<file path="src/rtl/epipe_pkt_reader_if.sv">
// Bus bundle for the epipe egress packet reader: scheduler metadata, packet-buffer
// RAM, output FIFO, freed-id return and the packet/error counters.
interface epipe_pkt_reader_if;
    logic [7:0]   in_md;
    logic         in_md_wr;
    logic         out_pkt_valid;
    logic         out_ram_rd;
    logic [14:0]  out_ram_addr;
    logic [133:0] in_ram_rdata;
    logic [7:0]   in_pktout_usedw;
    logic [133:0] out_pkt;
    logic         out_pkt_wr;
    logic [7:0]   out_free_id;
    logic         out_free_id_wr;
    logic [63:0]  out_pkt_cnt;
    logic [31:0]  out_err_cnt;

    modport slave (
        input  in_md, in_md_wr, in_ram_rdata, in_pktout_usedw,
        output out_pkt_valid, out_ram_rd, out_ram_addr, out_pkt, out_pkt_wr,
        output out_free_id, out_free_id_wr, out_pkt_cnt, out_err_cnt
    );

    modport master (
        output in_md, in_md_wr, in_ram_rdata, in_pktout_usedw,
        input  out_pkt_valid, out_ram_rd, out_ram_addr, out_pkt, out_pkt_wr,
        input  out_free_id, out_free_id_wr, out_pkt_cnt, out_err_cnt
    );
endinterface

</file>
<file path="src/rtl/epipe_pkt_reader.sv">
// Egress packet reader: takes one buffer id from the scheduler, streams that packet
// out of the packet-buffer RAM into the output FIFO, then returns the buffer id.
//
// state | meaning
// IDLE  | ready for the next buffer id (unless the output FIFO is over threshold)
// READ  | issuing RAM reads and forwarding returned words until the tail
// FREE  | one cycle: hand the buffer id back and count the packet
module epipe_pkt_reader #(
    parameter logic [7:0] THRESH = 8'd160
) (
    input logic clk,
    input logic rst_n,
    epipe_pkt_reader_if.slave bus
);
    typedef enum logic [1:0] {IDLE, READ, FREE} state_t;

    state_t       state_q, state_d;
    logic [7:0]   id_q, id_d;
    logic [6:0]   off_q, off_d;
    logic [6:0]   rd_off_q;
    logic         rd_d1_q;
    logic [133:0] pkt_q, pkt_d;
    logic         pkt_wr_q;
    logic [63:0]  pkt_cnt_q;
    logic [31:0]  err_cnt_q;

    logic       stall, pkt_valid, md_drop;
    logic       ram_rd, free_wr;
    logic       tail_seen, overlen, bad_head;
    logic [1:0] flags;

    always_comb begin
        stall     = bus.in_pktout_usedw > THRESH;
        pkt_valid = (state_q == IDLE) && !stall;
        md_drop   = bus.in_md_wr && !pkt_valid;
        flags     = bus.in_ram_rdata[133:132];
        tail_seen = rd_d1_q && (flags == 2'b10);
        // rd_off_q is the offset of the word now on in_ram_rdata
        overlen   = rd_d1_q && (rd_off_q == 7'd95) && (flags != 2'b10);
        bad_head  = rd_d1_q && (rd_off_q == 7'd0) && (flags != 2'b01);
        pkt_d     = bus.in_ram_rdata;
        if (overlen) begin
            pkt_d[133:132] = 2'b10;
        end
    end

    always_comb begin
        state_d = state_q;
        id_d    = id_q;
        off_d   = off_q;
        ram_rd  = 1'b0;
        free_wr = 1'b0;
        case (state_q)
            IDLE: begin
                if (bus.in_md_wr && pkt_valid) begin
                    id_d    = bus.in_md;
                    off_d   = 7'd0;
                    state_d = READ;
                end
            end
            READ: begin
                ram_rd = !stall && !tail_seen && (off_q != 7'd96);
                if (ram_rd) begin
                    off_d = off_q + 7'd1;
                end
                if (tail_seen || overlen) begin
                    state_d = FREE;
                end
            end
            FREE: begin
                free_wr = 1'b1;
                state_d = IDLE;
            end
            default: state_d = IDLE;
        endcase
    end

    always_ff @(posedge clk or negedge rst_n) begin
        if (!rst_n) begin
            state_q   <= IDLE;
            id_q      <= 8'd0;
            off_q     <= 7'd0;
            rd_off_q  <= 7'd0;
            rd_d1_q   <= 1'b0;
            pkt_q     <= '0;
            pkt_wr_q  <= 1'b0;
            pkt_cnt_q <= 64'd0;
            err_cnt_q <= 32'd0;
        end else begin
            state_q   <= state_d;
            id_q      <= id_d;
            off_q     <= off_d;
            rd_off_q  <= off_q;
            rd_d1_q   <= ram_rd;
            pkt_wr_q  <= rd_d1_q;
            if (rd_d1_q) begin
                pkt_q <= pkt_d;
            end
            pkt_cnt_q <= pkt_cnt_q + 64'(free_wr);
            err_cnt_q <= err_cnt_q + 32'(md_drop) + 32'(bad_head) + 32'(overlen);
        end
    end

    assign bus.out_pkt_valid  = pkt_valid;
    assign bus.out_ram_rd     = ram_rd;
    assign bus.out_ram_addr   = {id_q, off_q};
    assign bus.out_pkt        = pkt_q;
    assign bus.out_pkt_wr     = pkt_wr_q;
    assign bus.out_free_id    = free_wr ? id_q : 8'd0;
    assign bus.out_free_id_wr = free_wr;
    assign bus.out_pkt_cnt    = pkt_cnt_q;
    assign bus.out_err_cnt    = err_cnt_q;
endmodule

</file>
<file path="src/flat_wrapper.sv">
// flat-port wrapper written by rule: the top's interface ports become plain ports
module epipe_pkt_reader_flat 
#(
    parameter logic [7:0] THRESH = 8'd160
)
  (clk, rst_n, bus_in_md, bus_in_md_wr, bus_in_ram_rdata, bus_in_pktout_usedw, bus_out_pkt_valid, bus_out_ram_rd, bus_out_ram_addr, bus_out_pkt, bus_out_pkt_wr, bus_out_free_id, bus_out_free_id_wr, bus_out_pkt_cnt, bus_out_err_cnt);
  epipe_pkt_reader_if bus_i ();
  input logic clk;
  input logic rst_n;
  input wire logic [$bits(bus_i.in_md)-1:0] bus_in_md;
  input wire logic [$bits(bus_i.in_md_wr)-1:0] bus_in_md_wr;
  input wire logic [$bits(bus_i.in_ram_rdata)-1:0] bus_in_ram_rdata;
  input wire logic [$bits(bus_i.in_pktout_usedw)-1:0] bus_in_pktout_usedw;
  output wire logic [$bits(bus_i.out_pkt_valid)-1:0] bus_out_pkt_valid;
  output wire logic [$bits(bus_i.out_ram_rd)-1:0] bus_out_ram_rd;
  output wire logic [$bits(bus_i.out_ram_addr)-1:0] bus_out_ram_addr;
  output wire logic [$bits(bus_i.out_pkt)-1:0] bus_out_pkt;
  output wire logic [$bits(bus_i.out_pkt_wr)-1:0] bus_out_pkt_wr;
  output wire logic [$bits(bus_i.out_free_id)-1:0] bus_out_free_id;
  output wire logic [$bits(bus_i.out_free_id_wr)-1:0] bus_out_free_id_wr;
  output wire logic [$bits(bus_i.out_pkt_cnt)-1:0] bus_out_pkt_cnt;
  output wire logic [$bits(bus_i.out_err_cnt)-1:0] bus_out_err_cnt;
  assign bus_i.in_md = bus_in_md;
  assign bus_i.in_md_wr = bus_in_md_wr;
  assign bus_i.in_ram_rdata = bus_in_ram_rdata;
  assign bus_i.in_pktout_usedw = bus_in_pktout_usedw;
  assign bus_out_pkt_valid = bus_i.out_pkt_valid;
  assign bus_out_ram_rd = bus_i.out_ram_rd;
  assign bus_out_ram_addr = bus_i.out_ram_addr;
  assign bus_out_pkt = bus_i.out_pkt;
  assign bus_out_pkt_wr = bus_i.out_pkt_wr;
  assign bus_out_free_id = bus_i.out_free_id;
  assign bus_out_free_id_wr = bus_i.out_free_id_wr;
  assign bus_out_pkt_cnt = bus_i.out_pkt_cnt;
  assign bus_out_err_cnt = bus_i.out_err_cnt;
  epipe_pkt_reader #(.THRESH(THRESH)) u_core (.clk(clk), .rst_n(rst_n), .bus(bus_i));
endmodule
</file>
<file path="config.mk">
export PLATFORM = sky130hd
export DESIGN_NAME = epipe_pkt_reader_flat
export DESIGN_NICKNAME = d
export VERILOG_FILES = /design/src/rtl/epipe_pkt_reader_if.sv /design/src/rtl/epipe_pkt_reader.sv /design/src/flat_wrapper.sv
export SDC_FILE = /design/constraint.sdc
export NUM_CORES = 1
export LEC_CHECK = 0
export ABC_CLOCK_PERIOD_IN_PS = 4350
export BUFFER_PORTS_ARGS = -buffer_cell sky130_fd_sc_hd__buf_2
export CORE_ASPECT_RATIO = 0.7
export CORE_MARGIN = 3
export CORE_UTILIZATION = 49
export DETAILED_ROUTE_END_ITERATION = 10
export GPL_TIMING_DRIVEN = 0
export HOLD_SLACK_MARGIN = 0.03
export PLACE_DENSITY_LB_ADDON = 0.2
export SYNTH_ARGS = -nofsm -noshare
export SYNTH_HDL_FRONTEND = slang
export SYNTH_SLANG_ARGS = --single-unit
</file>
<file path="constraint.sdc">
create_clock -name clk -period 4.35 [get_ports clk]
set_input_delay 0.435 -clock clk [delete_from_list [all_inputs] [get_ports clk]]
set_output_delay 0.435 -clock clk [all_outputs]
set_load 0.01 [all_outputs]
</file>
== Word level (Yosys, flattened, before mapping) ==
Cells that the tools add are included.

* Logic and storage cells: 55
* Bits of input ports: 153
* Flip-flop bits (word level): 256
* Output and inout bits: 257

* Magnitude comparators: 1
* Equal/unequal tests: 10
* Reduce and logical (&&, ||, !) cells: 20
* $add $sub $neg: 5
* Mux-type cells: 10

{| class="wikitable"
|+ Operators with widths
! operator !! number
|-
| adder 32 x 1 -> 32 bit || 3
|-
| adder 64 x 1 -> 64 bit || 1
|-
| 2-to-1 mux 7 bit || 2
|-
| case mux 7 bit (2 select lines) || 1
|-
| logical AND 1 bit || 10
|-
| greater-than comparator 8 bit (second input constant) || 1
|-
| 2-to-1 mux 8 bit || 1
|-
| adder 7 x 1 -> 7 bit (second input constant) || 1
|-
| == test 7 bit (second input constant) || 1
|-
| zero test 7 bit || 1
|-
| inequality test 7 bit (second input constant) || 1
|-
| 2-to-1 mux 2 bit || 3
|-
| inequality test 2 x 1 -> 1 bit (second input constant) || 3
|-
| == test 2 bit (second input constant) || 2
|-
| inequality test 2 bit (second input constant) || 2
|-
| case mux 2 bit (2 select lines) || 1
|-
| AND reduction 2 bit || 2
|-
| zero test 1 bit || 3
|-
| AND reduction 3 bit || 1
|-
| == test 2 x 1 -> 1 bit (second input constant) || 1
|-
| zero test 2 bit || 1
|-
| 2-to-1 mux 1 bit || 2
|-
| nonzero test 2 bit || 1
|-
| logical OR 1 bit || 1
|}

== Depth between registers and ports, before layout ==
* Depth in word-level cells: 8
* Depth in mapped cells: 13
* Mapped depth without buffers: 12

== Worst setup path before layout ==
No wires, ideal clock.

* Path kind: flip-flop to flip-flop
* Start: reg u_core.rd_off_q[5]
* End: reg u_core.err_cnt_q[26] (netlist: u_core.bus.out_err_cnt[26])
* Library setup time: 0.080 ns
* Buffers on the path: 1
* Data required time: 4.270 ns
* Arrival: 3.085 ns
* Clock period less this slack: 3.165 ns
* Slack: 1.185 ns
* Cell stages (with the launch flop): 12
* Cells stage by stage: dfrtp_1 nand2b_1 a2111oi_0 fa_1 ha_1 fa_1 nand2_1 nor2_1 and2_1 clkbuf_1 nand4_1 xnor2_1

* Word-level cells in the longest chain between the ends: 5
* Elaborated cells on any way between the ends: 8
* Classes of those cells: 2 x add/sub; 1 x eq/ne; 5 x reduce/logical

{| class="wikitable"
|+ RTL lines
! element !! line !! source
|-
| start, declared || epipe_pkt_reader.sv:20 || <nowiki>logic [6:0] rd_off_q;</nowiki>
|-
| start signal, assigned || epipe_pkt_reader.sv:93 || <nowiki>rd_off_q <= off_q;</nowiki>
|-
| zero test 7 bit || epipe_pkt_reader.sv:40 || <nowiki>bad_head = rd_d1_q && (rd_off_q == 7'd0) && (flags != 2'b01);</nowiki>
|-
| logical AND 1 bit (2 in a row) || epipe_pkt_reader.sv:40 ||
|-
| adder 32 x 1 -> 32 bit || epipe_pkt_reader.sv:100 || <nowiki>err_cnt_q <= err_cnt_q + 32'(md_drop) + 32'(bad_head) + 32'(overlen);</nowiki>
|-
| adder 32 x 1 -> 32 bit (*) || epipe_pkt_reader.sv:100 ||
|-
| end signal, assigned || epipe_pkt_reader.sv:100 ||
|-
| end, declared || epipe_pkt_reader.sv:25 || <nowiki>logic [31:0] err_cnt_q;</nowiki>
|}

Mark *: on every way between the ends. The rest lies on a longest branch, timed or not.
A chain may end at the register's enable or synchronous reset.

== Worst setup path in the final report ==
* Start: reg u_core.rd_off_q[5]
* End: reg u_core.err_cnt_q[28] (netlist: u_core.bus.out_err_cnt[28])

Same word-level chain as after synthesis.

==> results.ini <==
[synth]
synth_top_area_frac=0.613
avgSynthCellArea_sq_um=13.3
ys_seq_area_frac=0.613
synth-seq-cells=256
synthFlopType=dfrtp_1
synth_fp_nets=947
synth_area_sq_mm=0.0105
synth_cells=786
synth_area_leader_cell=dfrtp_1
async_flop_share=1.00
synth_area_leaders=dfrtp_1, mux2_2, xnor2_1
synth_edf_count=0
yosysMostFrequentCell=dfrtp_1
synth_commonest_cells=dfrtp_1, mux2_2, xnor2_1
synth.distinct_cells=44
yosys_warnings=0

[placed_design]
dp_cells=1474
io_buffers=409
dp_hpwl_microns=21000
gp_congestion=0.835

[worst_setup_path]
critical_path_arrival_ns=3.81
crit_fanout=8
end_kind=flop
reg2regPathDepth=12
critPathKind=flop to flop
required_ns=4.80
cp-start-kind=flop

[grt]
antenna_found_initial=4
grt_pass1_wl_microns=43200
grt_max_degree=121
track_usage=0.235
grt_pass1_vias=7432
grt_overflow_total=0

[clocking]
hold_buffers=1
cts_tree=built
root_buffer=clkbuf_16
clk-insertion-delay-late_ns=0.52
htree_levels=1
cts_setup_buffers=0
post_cts_resized=0
clk_pin_slew_ns=0.06
cts.path.max_buffers=3
cts_buffers=26
cts_sinks=256

[detailed_routing]
drcViolationCount=0
wl_per_cell_microns=18.4
num_vias=7690
antenna_left=0
dr.pass1.iters=4
routed_wl_microns=28000
vias_per_cell=5.06
drtIter0Drc=431

[sta]
post-route-min-period_ns=3.37
worst_pin_slew_ns=0.711
setup_viol_count_final=0
rsz0062_at_grt=no
maxClockFrequency_mhz=297
hold_viol=0
slew_viol_final=0
post-route-period-util=0.774
clock-skew-final_ns=0.00920
timing.hold.ws_ns=0.143
slew_headroom=0.521

[layout]
nets=1388
fin_cells=1521
fillers=1658
drive_gt1_frac=0.486
syn_to_final_growth_pct=31.9

[die]
dieArea_sq_mm=0.0232
die-height_microns=128
ios=410
dieWidth_microns=181
initial_core_util=0.501
core_sq_mm=0.0209
std_cell_rows=44

[power]
ir_worst_vdd_uv=340
p_per_area_mw_per_mm2=630
power.leakage_uw=0.00695
power_uw=8690

[min_path]
hold_class=primary input to flop
whs_path_depth=2

[job]
cap_violations=0

[status]
outcome=complete, no violations

-- registers in the layout, indices dropped and copies added, names as in the netlist --
signal                  flops
u_core.bus.out_pkt_wr       1
u_core.bus.out_pkt        134
u_core.bus.out_err_cnt     32
u_core.bus.out_pkt_cnt     64
u_core.off_q                7
u_core.rd_off_q             7
u_core.rd_d1_q              1
u_core.state_q              2
u_core.id_q                 8
-- per-layer routing --
layer,track usage,part of all wire,wire (microns),up-vias
li1,-,-,-,3629
met1,0.313,0.42,11800,3768
met2,0.394,0.49,13800,242
met3,0.0496,0.060,1690,47
met4,0.0677,0.025,710,4
met5,0,0.00089,25,-
-- power breakdown --
group	internal, uW	switching, uW	total [uW]
Clock	1330	925	2260
Sequential	3170	428	3590
Combinational	1390	1440	2830
-- placed cells by master (no fill, tap or decap), types with 11 or more instances in the layout --
cell | netlist | layout
nand3_1 | 40 | 40
nand2_1 | 38 | 38
xnor2_1 | 51 | 51
and2_1 | 12 | 12
clkbuf_16 | 0 | 27
mux2_2 | 140 | 140
and3_1 | 11 | 11
xor2_1 | 41 | 41
clkbuf_1 | 17 | 19
nor3_1 | 17 | 17
buf_2 | 1 | 409
nor4_1 | 11 | 11
nor2_1 | 36 | 36
nand4_1 | 29 | 29
dfrtp_1 | 256 | 256
inv_1 | 20 | 20
-- stage by stage --
stage	TNS, ns	setup WS [ns]	util	instance area [sq um]
after CTS	0	0.932	0.661	13800
after detailed placement	0	0.847	0.619	12900
after global routing	0	0.669	0.661	13800
after floorplan	0	1.18	-	10500
after global placement	-459.14	-1.83	0.616	12800
final	0	0.981	0.661	13800
-- critical path, cell delays in order (launching register included) --
cell and delay, ns:
dfrtp_1 0.36, nand2b_1 0.15, a2111oi_1 0.64, buf_1 0.22, fa_1 0.44, ha_1 0.24
fa_1 0.43, nand2_1 0.09, nor2_1 0.07, and2_1 0.16, clkbuf_1 0.21, nand4_1 0.17
xnor2_1 0.12
-- cell type report --
class / count / area, sq um / share of cell area
antenna: 3 / 7.51 / 0.000544
buffer: 21 / 87.6 / 0.00635
clock buffer: 31 / 711 / 0.0515
clock inverter: 12 / 145 / 0.0105
inverter: 20 / 75.1 / 0.00544
multi-input combinational: 489 / 3890 / 0.282
sequential: 256 / 6410 / 0.465
tap: 276 / 345 / 0.0250
timing repair buffer: 413 / 2130 / 0.154
-- final timing paths --
check | slack [ns] | to | start
max reg2reg | 0.98 | u_core.bus.out_err_cnt[28]$_DFF_PN0_ | u_core.rd_off_q[5]$_DFF_PN0_
min | 0.14 | u_core.bus.out_pkt[108]$_DFFE_PN0P_ | bus_in_ram_rdata[108]
max in group asynchronous | 2.64 | u_core.bus.out_err_cnt[13]$_DFF_PN0_ | rst_n
max | 0.98 | u_core.bus.out_err_cnt[28]$_DFF_PN0_ | u_core.rd_off_q[5]$_DFF_PN0_
min in group asynchronous | 0.40 | u_core.bus.out_pkt[119]$_DFFE_PN0P_ | rst_n
min reg2reg | 0.43 | u_core.rd_off_q[6]$_DFF_PN0_ | u_core.off_q[6]$_DFFE_PN0P_
-- kinds of logic after synthesis --
family	count (synthesis)	synth area share
fa+ha+maj	8	0.0110
xor+xnor	92	0.0771
simple gates	228	0.120
buf+inv	41	0.0156
compound gates	21	0.0128
flops	256	0.613
mux	140	0.151
No activity file was read; power rests on OpenSTA's default activity.
